`src/rtl/hk_frame_scheduler.sv`:
```
// Housekeeping telemetry frame scheduler: periodic/commanded triggers, atomic
// bank snapshot, SYNC + data + checksum stream over valid/ready.
module hk_frame_scheduler #(
   parameter int unsigned       NUM_WORDS  = 10,
   parameter int unsigned       WORD_W     = 10,
   parameter int unsigned       PERIOD_CYC = 50_000_000,
   parameter logic [WORD_W-1:0] SYNC_WORD  = 10'h3A5
) (
   input  logic                        clk50,
   input  logic                        rst,
   input  logic                        enable,
   input  logic                        cmd_req,
   input  logic [NUM_WORDS*WORD_W-1:0] words_in,
   output logic                        snap,
   output logic [WORD_W-1:0]           out_data,
   output logic                        out_valid,
   input  logic                        out_ready,
   output logic                        out_last,
   output logic                        busy,
   output logic [15:0]                 frame_cnt,
   output logic [7:0]                  miss_cnt
);

   localparam int unsigned IDX_W = (NUM_WORDS > 1) ? $clog2(NUM_WORDS) : 1;
   localparam int unsigned TMR_W = (PERIOD_CYC > 1) ? $clog2(PERIOD_CYC) : 1;
   localparam logic [IDX_W-1:0] LAST_IDX = IDX_W'(NUM_WORDS - 1);
   localparam logic [TMR_W-1:0] TMR_MAX  = TMR_W'(PERIOD_CYC - 1);

   typedef enum logic [2:0] {
      S_IDLE,
      S_SNAP,
      S_SYNC,
      S_DATA,
      S_CKSUM
   } state_t;

   state_t             state_q, state_d;
   logic [IDX_W-1:0]   idx_q, idx_d;
   logic [WORD_W-1:0]  csum_q, csum_d;
   logic [WORD_W-1:0]  shadow_q [NUM_WORDS];
   logic [TMR_W-1:0]   timer_q;
   logic               tick;
   logic               trigger;
   logic               accept;
   logic               load_shadow;
   logic               frame_done;
   logic               nx_snap;
   logic               nx_valid;
   logic               nx_last;
   logic [WORD_W-1:0]  nx_data;

   assign tick    = enable && (timer_q == TMR_MAX);
   assign trigger = tick || cmd_req;
   assign accept  = out_valid && out_ready;

   always_ff @(posedge clk50) begin
      if (rst || !enable || tick) begin
         timer_q <= '0;
      end else begin
         timer_q <= timer_q + TMR_W'(1);
      end
   end

   always_comb begin
      state_d     = state_q;
      idx_d       = idx_q;
      csum_d      = csum_q;
      load_shadow = 1'b0;
      frame_done  = 1'b0;
      case (state_q)
         S_IDLE: begin
            if (trigger) state_d = S_SNAP;
         end
         S_SNAP: begin
            load_shadow = 1'b1;
            idx_d       = '0;
            csum_d      = '0;
            state_d     = S_SYNC;
         end
         S_SYNC: begin
            if (accept) state_d = S_DATA;
         end
         S_DATA: begin
            if (accept) begin
               csum_d = csum_q + shadow_q[idx_q];
               if (idx_q == LAST_IDX) begin
                  state_d = S_CKSUM;
               end else begin
                  idx_d = idx_q + IDX_W'(1);
               end
            end
         end
         S_CKSUM: begin
            if (accept) begin
               frame_done = 1'b1;
               state_d    = S_IDLE;
            end
         end
         default: state_d = S_IDLE;
      endcase
   end

   // Outputs are registered from the next state, so they line up with the state they describe.
   always_comb begin
      nx_snap  = (state_d == S_SNAP);
      nx_valid = (state_d == S_SYNC) || (state_d == S_DATA) || (state_d == S_CKSUM);
      nx_last  = (state_d == S_CKSUM);
      nx_data  = '0;
      case (state_d)
         S_SYNC:  nx_data = SYNC_WORD;
         S_DATA:  nx_data = shadow_q[idx_d];
         S_CKSUM: nx_data = csum_d;
         default: nx_data = '0;
      endcase
   end

   always_ff @(posedge clk50) begin
      if (rst) begin
         state_q   <= S_IDLE;
         idx_q     <= '0;
         csum_q    <= '0;
         snap      <= 1'b0;
         out_valid <= 1'b0;
         out_last  <= 1'b0;
         out_data  <= '0;
         busy      <= 1'b0;
      end else begin
         state_q   <= state_d;
         idx_q     <= idx_d;
         csum_q    <= csum_d;
         snap      <= nx_snap;
         out_valid <= nx_valid;
         out_last  <= nx_last;
         out_data  <= nx_data;
         busy      <= (state_d != S_IDLE);
      end
   end

   always_ff @(posedge clk50) begin
      if (rst) begin
         for (int unsigned k = 0; k < NUM_WORDS; k++) shadow_q[k] <= '0;
      end else if (load_shadow) begin
         for (int unsigned k = 0; k < NUM_WORDS; k++) shadow_q[k] <= words_in[k*WORD_W +: WORD_W];
      end
   end

   always_ff @(posedge clk50) begin
      if (rst) begin
         frame_cnt <= '0;
         miss_cnt  <= '0;
      end else begin
         if (frame_done) frame_cnt <= frame_cnt + 16'd1;
         if (trigger && (state_q != S_IDLE) && (miss_cnt != '1)) miss_cnt <= miss_cnt + 8'd1;
      end
   end

endmodule

```
`config.mk`:
```
export PLATFORM = sky130hd
export DESIGN_NAME = hk_frame_scheduler
export DESIGN_NICKNAME = d
export VERILOG_FILES = /design/src/rtl/hk_frame_scheduler.sv
export SDC_FILE = /design/constraint.sdc
export NUM_CORES = 1
export LEC_CHECK = 0
export BUFFER_PORTS_ARGS = -buffer_cell sky130_fd_sc_hd__clkbuf_2
export CAP_MARGIN = 20
export CORE_MARGIN = 2
export CORE_UTILIZATION = 37
export CTS_BUF_LIST = sky130_fd_sc_hd__clkbuf_8 sky130_fd_sc_hd__clkbuf_16
export DETAILED_ROUTE_END_ITERATION = 8
export PLACE_DENSITY = 0.6
export SLEW_MARGIN = 20
export SYNTH_ARGS = -nofsm -noshare
export SYNTH_HDL_FRONTEND = slang
export SYNTH_SLANG_ARGS = --single-unit
```
`constraint.sdc`:
```
create_clock -name clk50 -period 13.7 [get_ports clk50]
set_input_delay 2.74 -clock clk50 [delete_from_list [all_inputs] [get_ports clk50]]
set_output_delay 2.74 -clock clk50 [all_outputs]
set_load 0.005 [all_outputs]
```
# [Word level (Yosys, flattened, before mapping)]
# Memories as Yosys holds them, arrays and structs flattened. A register that Yosys moved wholly into a read port is not among the register bits.
# Index checks and enable logic that the tools add are counted.
[totals] regBits=81 mem_bits_rw=100 in_bits=105 output_inout_bits=38 word_cells=82 mem_count=1
[memory_table] memory="shadow_q" depth=10 width=10 rd=2 rd_ports_with_merged_regs=1 write_ports=10 line="40" source="logic [WORD_W-1:0] shadow_q [NUM_WORDS];"
[op_classes] add_sub_neg=5 eq_ne=11 mux=31 bitwise_logic=10 n_reduce_logical=13
[op_table] op="10-bit 2-to-1 mux" count=11
[op_table] op="10-bit case mux with 3 select lines" count=1
[op_table] op="26-bit by 1-bit adder with 26-bit output (second input constant)" count=1
[op_table] op="26-bit equality test (second input constant)" count=1
[op_table] op="10-bit case mux with 2 select lines" count=1
[op_table] op="16-bit by 1-bit adder with 16-bit output (second input constant)" count=1
[op_table] op="3-bit 2-to-1 mux" count=5
[op_table] op="3-bit case mux with 5 select lines" count=1
[op_table] op="3-bit by 2-bit equality test with 1-bit output (second input constant)" count=4
[op_table] op="4-bit 2-to-1 mux" count=3
[op_table] op="10-bit adder" count=1
[op_table] op="1-bit OR" count=10
[op_table] op="8-bit by 1-bit adder with 8-bit output (second input constant)" count=1
[op_table] op="1-bit 2-to-1 mux" count=8
[op_table] op="8-bit != test (second input constant)" count=1
[op_table] op="4-bit case mux with 2 select lines" count=1
[op_table] op="3-bit by 1-bit equality test with 1-bit output (second input constant)" count=2
[op_table] op="3-bit equality test (second input constant)" count=2
[op_table] op="3-bit nonzero test" count=2
[op_table] op="1-bit logical OR" count=5
[op_table] op="4-bit by 1-bit adder with 4-bit output (second input constant)" count=1
[op_table] op="4-bit equality test (second input constant)" count=1
[op_table] op="1-bit logical AND" count=4
[op_table] op="3-bit logical NOT" count=1
[op_table] op="1-bit logical NOT" count=1

# [Logic depth before layout (Yosys ltp)]
[logic_depth] depth_word=8 mapped_depth=16 depth_no_buf=14

# [Least setup slack after synthesis]
# Ideal clock, no wire load.
[synth_timing] path_type="input to register" startpoint="input rst" endpoint="memory shadow_q[0][0], enable pin" t_arrival_ns=5.463 path_slack_ns=7.654 stages=2 n_path_buf=1 path_cell_list="clkbuf_1 o21bai_1"
[synth_rtl] element="start: declaration" line="10" source="input logic rst,"
[synth_rtl] element="end: declaration" line="40"

# [Worst setup path in the final report]
[layout_timing] startpoint="input out_ready" endpoint="register out_data[6]"
[layout_between] elab_chain_cells=5 elab_cells_between_ends=14 classes_between="3 x eq/ne; 9 x mux; 1 x reduce/logical; 1 x memory"
[layout_rtl] element="start: declaration" line="17" source="input logic out_ready,"
[layout_rtl] element="1-bit logical AND (*)" line="54" source="assign accept = out_valid && out_ready;"
[layout_rtl] element="4-bit 2-to-1 mux (tied with other cells)" line="84" source="if (accept) begin"
[layout_rtl] element="4-bit case mux with 2 select lines / 3-bit case mux with 5 select lines (equally long branches)" line="70" source="case (state_q)"
[layout_rtl] element="memory 10 x 10 bit (tied with other cells)"
[layout_rtl] element="10-bit case mux with 3 select lines (*)" line="109" source="case (state_d)"
[layout_rtl] element="end signal: assignment" line="134" source="out_data <= nx_data;"
[layout_rtl] element="end: declaration" line="15" source="output logic [WORD_W-1:0] out_data,"
# Every way passes the cells marked *; elsewhere a longest branch is shown, timed or not.
# A chain may end at the register's enable or synchronous reset.

==> metrics.cfg <==
[layout]
final_common_cell=clkbuf_2
nNetsFinal=1078
final_area_um2=10900
multi_input_area_um2=4380
syn_to_final_growth_pct=17.7
fill_cells=2336
drive_above_1_share=0.228
seq_area_um2=4630
final_cell_mix=clkbuf_2, and2_1, edfxtp_1
diodes=0

[global_routing]
antenna_found_initial=0
grt_usage=0.173
grt_pass1_wl_mm=35.0
grt_max_degree=101
grt_overflow=0
grt_pass1_vias=6372

[timing]
slew_headroom=0.266
post-route-min-period_ps=4670
rsz0062_at_grt=no
slew_viol_final=0
tns_ps=0
finalSetupViolCount=0
finalClockSkew_ps=12.7
max_freq_ghz=0.214
finalHoldViolations=0
tightest_slew_ps=1090
finalCritPeriodShare=0.341

[floorplan]
dieArea_um2=26300
fp.dieH_um=162
die_x_um=162
initial_core_util=0.379
boundaryPins=143
core_um2=24400
rows=57

[setup_path]
crit_chain=clkbuf_2 > and2_1 > nand4_1 > o211ai_1 > buf_4 > mux2i_1 > mux2i_1 > mux2_2 > a221o_1
crit_top_cell=mux2i_1
cp.depth=9
crit_buf_inv=2
setup.worst_path.start_class=input port
crit_family=buffers and inverters
critical_path_peak_fanout=46
required_ps=14020
critPathMaxStageDelay_ps=600
path_class=in -> reg
critPathCaptureType=register
cp_slowest_cell=buf_4
r2r_cells=12
arrival_ps=4990

[placement]
gp_congestion=0.847
dpl.hpwl_mm=16.3
numPortBuffers=142
placed_area_um2=10300

[min_path]
hold_class=reg -> reg
hold_path_depth=1

[yosys]
synthXorXnorAreaFrac=0.0483
syn_inst=831
synth_compound_area_frac=0.0663
ys_ff_latch=181
synth_edf_count=100
async_flop_share=0
synthFlopType=edfxtp_1
syn_nets=951
synth-simple-area-share=0.184
netlist_area_um2=9250
synthAdderAreaFrac=0.0211
synth_top_family_by_area=simple AND/OR/NAND/NOR gates
synth_cell_types=57
seq_area_frac_synth=0.500
ys.warnings.count=0
yosys-mux-area-fraction=0.152
synth_area_per_cell_um2=11.1

[clock_tree]
cts_resized=0
cts_tree=yes
post_cts.repair.setup_buffers=0
clk_latency_ps=440
cts.clk_slew.worst_paths_ps=70
cts_num_sinks=181
cts_hold_buf=0
h-tree-depth=4
clock_path_buffers=2
cts_root_buffer=clkbuf_16
cts_inserted_buffers=17

[detailed_routing]
wire_per_inst_um=17.1
vias=6540
antenna_left=0
wirelength_mm=22.1
via_per_inst=5.05
remaining_drc_errors=0
drt_iter0_drc=424
drt_first_pass_iters=4

[flow_run]
max_cap_viol_count=0

[status]
status=completed

[pwr]
p_leak_nw=4.19
ir_drop_v=0.0000714
power_density_nw_per_um2=116

[Yosys cell counts, types with 3 or more instances]
library cell	n	share of area
o221ai_1	5	0.0047
ha_1	14	0.019
buf_2	14	0.0076
a21oi_1	16	0.0087
mux2_1	3	0.0037
xnor2_1	22	0.021
buf_4	5	0.0041
dfxtp_1	81	0.18
o21ai_1	8	0.0043
nor4_1	4	0.0027
xor2_1	29	0.027
nand4_1	17	0.012
mux2i_1	83	0.090
clkbuf_1	23	0.0093
nand3_1	22	0.012
nand2b_1	4	0.0027
or3_1	5	0.0034
nor2_1	86	0.035
mux4_2	20	0.049
a211oi_1	9	0.0073
inv_2	3	0.0012
a22oi_1	9	0.0073
o21ai_0	11	0.0060
and2_1	107	0.072
mux2_2	8	0.0097
nor3_1	6	0.0032
and3_1	6	0.0041
inv_1	12	0.0049
edfxtp_1	100	0.32
nor2b_1	14	0.0095
nand2_1	39	0.016
o21a_1	6	0.0049
o211ai_1	6	0.0049
[where the power goes]
part           total (mW)  switching, mW  internal, mW
clock network       0.519          0.238         0.282
registers           0.632         0.0226         0.609
logic               0.114         0.0620        0.0522
[kinds of logic (layout without fill, tap and decap cells)]
family,Yosys count,after routing
multiplexers,114,114
AO/OA/AOI/OAI,89,89
flip-flops,181,181
XOR/XNOR,51,51
adder cells (fa/ha/maj),15,15
AND/OR/NAND/NOR,322,322
buffers and inverters,59,199
[final timing paths]
| path | startpoint | endpoint | slack [ps] |
|---|---|---|---|
| max | out_ready | out_data[6]$_SDFF_PP0_ | 9030 |
| min | timer_q[0]$_SDFF_PP0_ | timer_q[0]$_SDFF_PP0_ | 470 |
| max reg2reg | idx_q[0]$_SDFF_PP0_ | out_data[5]$_SDFF_PP0_ | 9690 |
| min reg2reg | timer_q[0]$_SDFF_PP0_ | timer_q[0]$_SDFF_PP0_ | 470 |
[through the flow]
step | util | hold slack [ps] | setup WS (ps) | cells | total power [mW]
after floorplan | - | 430 | 7650 | 831 | 0.712
after global placement | 0.420 | 444 | 8610 | 1263 | 0.757
after detailed placement | 0.420 | 459 | 8600 | 1263 | 0.759
after CTS | 0.446 | 471 | 9040 | 1295 | 1.28
after global routing | 0.446 | 513 | 8840 | 1295 | 1.31
final | 0.446 | 475 | 9030 | 1295 | 1.27
[registers in the layout, indices dropped and copies added (netlist names)]
| signal | count |
|---|---|
| busy | 1 |
| csum_q | 10 |
| frame_cnt | 16 |
| idx_q | 4 |
| miss_cnt | 8 |
| out_data | 10 |
| out_last | 1 |
| out_valid | 1 |
| shadow_q | 100 |
| snap | 1 |
| state_q | 3 |
| timer_q | 26 |
[final cells by class]
type / instances / area share
Clock buffer: 17 / 0.0391
Clock inverter: 15 / 0.0190
Inverter: 15 / 0.00517
Multi-Input combinational cell: 591 / 0.402
Sequential cell: 181 / 0.425
Tap cell: 324 / 0.0372
Timing Repair Buffer: 152 / 0.0722
[per-layer routing]
| layer | vias up | part of all wire | track usage |
|---|---|---|---|
| met5 | - | 0 | 0 |
| met4 | 0 | 0.012 | 0.0475 |
| met3 | 17 | 0.047 | 0.0329 |
| met2 | 168 | 0.46 | 0.272 |
| met1 | 3116 | 0.48 | 0.244 |
| li1 | 3239 | - | - |
Power figures use the tool's default switching activity.
